`config.mk`:
```
export PLATFORM = sky130hd
export DESIGN_NAME = bp_cce_lce_cmd_arbiter
export DESIGN_NICKNAME = d
export VERILOG_FILES = /design/src/rtl/bp_cce_pkg.sv /design/src/rtl/bp_cce_lce_cmd_arb_burst_cnt.sv /design/src/rtl/bp_cce_lce_cmd_arbiter.sv
export SDC_FILE = /design/constraint.sdc
export NUM_CORES = 1
export LEC_CHECK = 0
export CORE_MARGIN = 8
export CORE_UTILIZATION = 26
export CTS_BUF_LIST = sky130_fd_sc_hd__clkbuf_16
export DETAILED_ROUTE_END_ITERATION = 8
export PLACE_DENSITY = 0.87
export SLEW_MARGIN = 20
export SYNTH_ARGS = -nofsm -noshare
export SYNTH_HDL_FRONTEND = slang
export SYNTH_SLANG_ARGS = --single-unit
```
`constraint.sdc`:
```
create_clock -name clk_i -period 4.09 [get_ports clk_i]
set_input_delay 0.818 -clock clk_i [delete_from_list [all_inputs] [get_ports clk_i]]
set_output_delay 0.818 -clock clk_i [all_outputs]
set_load 0.01 [all_outputs]
```
`src/rtl/bp_cce_pkg.sv`:
```
// Shared CCE types for the LCE command port arbiter.
package bp_cce_pkg;

    typedef enum logic {
        eArb,
        eLocked
    } bp_cce_lce_cmd_arb_state_e;

    typedef enum logic {
        eSrcUcode,
        eSrcMsg
    } bp_cce_lce_cmd_src_e;

    function automatic bp_cce_lce_cmd_src_e other_src(input bp_cce_lce_cmd_src_e s);
        return (s == eSrcUcode) ? eSrcMsg : eSrcUcode;
    endfunction

endpackage

```
`src/rtl/bp_cce_lce_cmd_arb_burst_cnt.sv`:
```
// Remaining-beat counter for a Message Unit burst: load, decrement, zero/last flags.
module bp_cce_lce_cmd_arb_burst_cnt #(
    parameter int unsigned width_p = 3
) (
    input  logic               clk_i,
    input  logic               reset_n_i,
    input  logic               load_i,
    input  logic [width_p-1:0] load_val_i,
    input  logic               dec_i,
    output logic               zero_o,
    output logic               last_o
);

    logic [width_p-1:0] cnt_q, cnt_d;

    always_comb begin
        cnt_d = cnt_q;
        if (load_i) begin
            cnt_d = load_val_i;
        end else if (dec_i && (cnt_q != '0)) begin
            cnt_d = cnt_q - width_p'(1);
        end
    end

    always_ff @(posedge clk_i) begin
        if (!reset_n_i) begin
            cnt_q <= '0;
        end else begin
            cnt_q <= cnt_d;
        end
    end

    assign zero_o = (cnt_q == '0);
    // Set when the next accepted beat is the final beat of the burst.
    assign last_o = (cnt_q == width_p'(1));

endmodule

```
`src/rtl/bp_cce_lce_cmd_arbiter.sv`:
```
// Round-robin arbiter sharing the outbound LCE command port between microcode sends and
// Message Unit bursts; the port stays locked to one owner until its beat/burst is accepted.
module bp_cce_lce_cmd_arbiter
    import bp_cce_pkg::*;
#(
    parameter int unsigned lce_cmd_width_p = 64,
    parameter int unsigned max_beats_p     = 8,
    localparam int unsigned lg_max_beats_lp = $clog2(max_beats_p)
) (
    input  logic                       clk_i,
    input  logic                       reset_n_i,

    input  logic                       ucode_v_i,
    input  logic [lce_cmd_width_p-1:0] ucode_cmd_i,
    output logic                       ucode_yumi_o,

    input  logic                       msg_v_i,
    input  logic [lce_cmd_width_p-1:0] msg_cmd_i,
    input  logic [lg_max_beats_lp-1:0] msg_len_i,
    output logic                       msg_yumi_o,

    output logic                       lce_cmd_v_o,
    output logic [lce_cmd_width_p-1:0] lce_cmd_o,
    input  logic                       lce_cmd_ready_i,

    output logic                       msg_lce_cmd_busy_o
);

    bp_cce_lce_cmd_arb_state_e state_q, state_d;
    bp_cce_lce_cmd_src_e       owner_q, owner_d;
    bp_cce_lce_cmd_src_e       last_q, last_d;
    logic                      first_q, first_d;

    bp_cce_lce_cmd_src_e       arb_win;
    bp_cce_lce_cmd_src_e       grant;
    logic                      port_v;
    logic                      busy;
    logic                      accept;

    logic                       cnt_load;
    logic [lg_max_beats_lp-1:0] cnt_load_val;
    logic                       cnt_dec;
    logic                       cnt_zero;
    logic                       cnt_last;

    bp_cce_lce_cmd_arb_burst_cnt #(
        .width_p(lg_max_beats_lp)
    ) u_burst_cnt (
        .clk_i     (clk_i),
        .reset_n_i (reset_n_i),
        .load_i    (cnt_load),
        .load_val_i(cnt_load_val),
        .dec_i     (cnt_dec),
        .zero_o    (cnt_zero),
        .last_o    (cnt_last)
    );

    always_comb begin
        if (ucode_v_i && msg_v_i) begin
            arb_win = other_src(last_q);
        end else if (msg_v_i) begin
            arb_win = eSrcMsg;
        end else begin
            arb_win = eSrcUcode;
        end
    end

    assign accept = port_v & lce_cmd_ready_i & reset_n_i;

    always_comb begin
        state_d      = state_q;
        owner_d      = owner_q;
        last_d       = last_q;
        first_d      = first_q;
        cnt_load     = 1'b0;
        cnt_load_val = msg_len_i;
        cnt_dec      = 1'b0;
        grant        = eSrcUcode;
        port_v       = 1'b0;
        busy         = 1'b0;

        unique case (state_q)
            eArb: begin
                grant  = arb_win;
                port_v = ucode_v_i | msg_v_i;
                busy   = (arb_win == eSrcMsg) & msg_v_i;
                if (port_v) begin
                    if (lce_cmd_ready_i) begin
                        last_d = arb_win;
                        if ((arb_win == eSrcMsg) && (msg_len_i != '0)) begin
                            state_d  = eLocked;
                            owner_d  = eSrcMsg;
                            first_d  = 1'b0;
                            cnt_load = 1'b1;
                        end
                    end else begin
                        // Freeze the grant while the offer is pending; length is taken later.
                        state_d      = eLocked;
                        owner_d      = arb_win;
                        first_d      = 1'b1;
                        cnt_load     = 1'b1;
                        cnt_load_val = '0;
                    end
                end
            end
            eLocked: begin
                grant  = owner_q;
                port_v = (owner_q == eSrcMsg) ? msg_v_i : ucode_v_i;
                busy   = (owner_q == eSrcMsg);
                if (port_v && lce_cmd_ready_i) begin
                    if (first_q && ((owner_q == eSrcUcode) || (msg_len_i == '0))) begin
                        state_d = eArb;
                        last_d  = owner_q;
                        first_d = 1'b0;
                    end else if (first_q) begin
                        first_d  = 1'b0;
                        cnt_load = 1'b1;
                    end else begin
                        cnt_dec = 1'b1;
                        if (cnt_last) begin
                            state_d = eArb;
                            last_d  = owner_q;
                        end
                    end
                end
            end
            default: begin
                state_d = eArb;
            end
        endcase
    end

    always_ff @(posedge clk_i) begin
        if (!reset_n_i) begin
            state_q <= eArb;
            owner_q <= eSrcUcode;
            last_q  <= eSrcMsg;
            first_q <= 1'b0;
        end else begin
            state_q <= state_d;
            owner_q <= owner_d;
            last_q  <= last_d;
            first_q <= first_d;
        end
    end

    assign lce_cmd_v_o        = port_v & reset_n_i;
    assign lce_cmd_o          = (grant == eSrcMsg) ? msg_cmd_i : ucode_cmd_i;
    assign ucode_yumi_o       = accept & (grant == eSrcUcode);
    assign msg_yumi_o         = accept & (grant == eSrcMsg);
    assign msg_lce_cmd_busy_o = busy & reset_n_i;

    a_yumi_onehot: assert property (@(posedge clk_i) disable iff (!reset_n_i)
        !(ucode_yumi_o && msg_yumi_o));

    a_len_legal: assert property (@(posedge clk_i) disable iff (!reset_n_i)
        msg_yumi_o |-> (int'(msg_len_i) < int'(max_beats_p)));

    // Mid-burst the counter always holds at least the final beat.
    a_burst_cnt: assert property (@(posedge clk_i) disable iff (!reset_n_i)
        (state_q == eLocked && !first_q) |-> !cnt_zero);

endmodule

```
==> impl_metrics.tcl <==
set metrics [dict create \
    synthTopCellsByCount "48 x mux2_1, 16 x mux2_2, 8 x nor2_1" \
    grt_max_degree 67 \
    drive_above_1_share_pct 8.80 \
    finalWirelength_um 9870 \
    synth-seq-area-share_pct 10.3 \
    crit_start "ucode_v_i" \
    cts_resized 0 \
    synth.distinct_cells 38 \
    fmax_mhz 264 \
    ys.flop_type "dfxtp_1" \
    cts-htree-levels 1 \
    yosys_register_bits 7 \
    r2r_cells 7 \
    place_congestion 0.906 \
    fillers 414 \
    ioPinCount 204 \
    synth_top_area_share_pct 39.6 \
    seq_power_share_pct 11.1 \
    ys_warn_count 0 \
    ir_worst_vdd_mv 0.229 \
    cp-end-kind "primary output" \
    dpl.cell_count 407 \
    cp_cell_sequence "clkdlybuf4s50_1 > a21bo_4 > o21a_2 > buf_12 > mux2_2 > clkdlybuf4s50_1" \
    fp-row-count 26 \
    crit_end "lce_cmd_o[5]" \
    worstPathMaxFanout 66 \
    cts_tree "built" \
    route.antenna.remaining_nets 0 \
    maxSlewHeadroom_pct 66.6 \
    worstMarginPinSlew_ns 0.497 \
    finalInstanceArea_um2 3530 \
    synthToLayoutAreaGrowth_pct 158 \
    power_frac_comb_pct 67.2 \
    clock_power_share_pct 21.7 \
    vias_per_cell 4.80 \
    fin_skew_ns 0.00152 \
    drcViolationCount 0 \
    postPlaceCellArea_um2 3450 \
    crit_top_cell "clkdlybuf4s50_1" \
    grt_usage_pct 24.8 \
    clk_latency_ns 0.23 \
    vias 1978 \
    hold_path_class "register to register" \
    post_cts_buffers 0 \
    antenna_found_initial 0 \
    finalCritPeriodShare_pct 92.5 \
    dieHeight_um 88.5 \
    clk_pin_slew_ns 0.04 \
    avgRoutedWirePerCell_um 24.0 \
    rsz0062_at_grt "false" \
    start_util_pct 26.9 \
    core_area_um2 5070 \
    first_pass_iters 5 \
    synth_area_per_cell_um2 9.62 \
    cts-buffers-inserted 3 \
    p_int_w 0.000527 \
    switching_share_pct 31.0 \
    tns_ns 0 \
    setup_violations 0 \
    maxSlewViolCount 0 \
    grt_remaining_overflow 0 \
    fin_cells 412 \
    cp_data_required_time_ns 3.27 \
    hpwl_um 8610 \
    grt_pass1_vias 2141 \
    postSynth.asyncResetShare_pct 0 \
    rr_startpoint "u_burst_cnt.cnt_q[0]$_SDFFE_PN0P_" \
    fin_util_pct 69.6 \
    portBuffers 203 \
    cts_hold_repair.buffers 0 \
    die_area_um2 7830 \
    reg2reg_setup_slack_ns 2.18 \
    p_sw_w 0.000237 \
    drtIter0Drc 78 \
    synth_nets 281 \
    yosysMostFrequentCell "mux2_1" \
    slowest_stage "clkdlybuf4s50_1" \
    slowest_delay_ns 0.56 \
    critical_path_arrival_ns 2.97 \
    p_per_area_nw_per_um2 216 \
    max_cap_violations 0 \
    clkSinkCount 7 \
    yosys.area.top_type "mux2_1" \
    min_period_ns 3.78 \
    syn-cell-area_um2 1370 \
    grt_first_pass_wirelength_um 14200 \
    setup_ws_ns 0.306 \
    clk_path_buf_depth 2 \
    die_w_um 88.5 \
    r2r_end "u_burst_cnt.cnt_q[2]$_SDFFE_PN0P_" \
    leakage_nw 1.31 \
    place_ws_ns 0.321 \
    worstSetupStartpointType "input pin" \
    cts-root-buf "clkbuf_16" \
    synthTopCellsByArea "mux2_1 40%, mux2_2 13%, dfxtp_1 10%" \
    synth_edf_count 0 \
    syn_inst 142 \
    final-hold-violation-count 0 \
    path_class "input pin to primary output" \
    status "finished clean" \
    finalNetCount 481 \
]
worst max-delay path, delay by kind of cell:
kind	cells	cell delay, ns
buffers and inverters	3	1.36
multiplexers	1	0.39
AO/OA/AOI/OAI	2	0.35
how the worst min path moves through the flow:
stage          cells after the start                   to  slack [ns]                 from
4_1_cts                            2  last_q$_SDFFE_PN1P_        0.60  last_q$_SDFFE_PN1P_
6_report                           2  last_q$_SDFFE_PN1P_        0.59  last_q$_SDFFE_PN1P_
3_3_place_gp                       2  last_q$_SDFFE_PN1P_        0.58  last_q$_SDFFE_PN1P_
2_1_floorplan                      2  last_q$_SDFFE_PN1P_        0.54  last_q$_SDFFE_PN1P_
3_5_place_dp                       2  last_q$_SDFFE_PN1P_        0.59  last_q$_SDFFE_PN1P_
5_1_grt                            2  last_q$_SDFFE_PN1P_        0.64  last_q$_SDFFE_PN1P_
through the flow:
| step | total power, W | hold WS (ns) |
|---|---|---|
| finish | 0.000764 | 0.592 |
| global route | 0.000802 | 0.644 |
| CTS | 0.000769 | 0.603 |
| detailed placement | 0.000596 | 0.591 |
| global placement | 0.000592 | 0.577 |
| floorplan | 0.000283 | 0.537 |
layout by cell type (no fill, tap or decap), types with 2 or more instances in the layout:
cell and instances:
clkdlybuf4s50_1 203, mux2_1 48, mux2_2 16, nor2_1 8
dfxtp_1 7, inv_1 6, a21oi_1 6, nand2_1 4
o21ai_0 3, o211ai_1 3, ha_1 3, clkbuf_16 3
nand3_1 2, nor3_1 2, and3_2 2, or4_1 2
cells by family (layout without fill, tap and decap cells):
kind of cell	count (synthesis)	in the layout	share of synthesized area [%]
multiplexers	65	65	53.8
adder cells (fa/ha/maj)	3	3	2.75
AND/OR/NAND/NOR	26	26	12.1
flip-flops	7	7	10.3
AO/OA/AOI/OAI	27	27	15.5
buffers and inverters	14	213	5.59
other	0	1	0
per-layer routing:
layer | up-vias | routed length [um] | part of all wire (%) | global-route usage (%)
met2 | 134 | 4440 | 45 | 39.1
met1 | 891 | 3930 | 40 | 28.8
li1 | 939 | - | - | -
met5 | - | 0 | 0 | 0
met3 | 14 | 1300 | 13 | 12.9
met4 | 0 | 195 | 2.0 | 6.14
state kept, by name (all words and copies together) (netlist names):
| name | cells |
|---|---|
| first_q | 1 |
| state_q | 1 |
| last_q | 1 |
| owner_q | 1 |
| u_burst_cnt.cnt_q | 3 |
final cells by class:
class / count / area, um^2 / area share [%]
clock buffers: 3 / 75.1 / 2.13
repair buffers: 204 / 2050 / 58.1
inverters: 5 / 18.8 / 0.532
flip-flops and latches: 7 / 140 / 3.97
clock inverters: 1 / 3.75 / 0.106
diodes: 1 / 2.50 / 0.0709
well taps: 70 / 87.6 / 2.48
multi-input cells: 121 / 1150 / 32.6
power by group through the flow:
stage | combinational [W] | clock, W | sequential [W]
5_1_grt | 0.000543 | 0.000174 | 0.0000857
2_1_floorplan | 0.000201 | 0 | 0.0000815
3_3_place_gp | 0.000507 | 0 | 0.0000852
3_5_place_dp | 0.000511 | 0 | 0.0000855
4_1_cts | 0.000517 | 0.000168 | 0.0000846
6_report | 0.000513 | 0.000166 | 0.0000846
(Power assumes the default switching activity.)
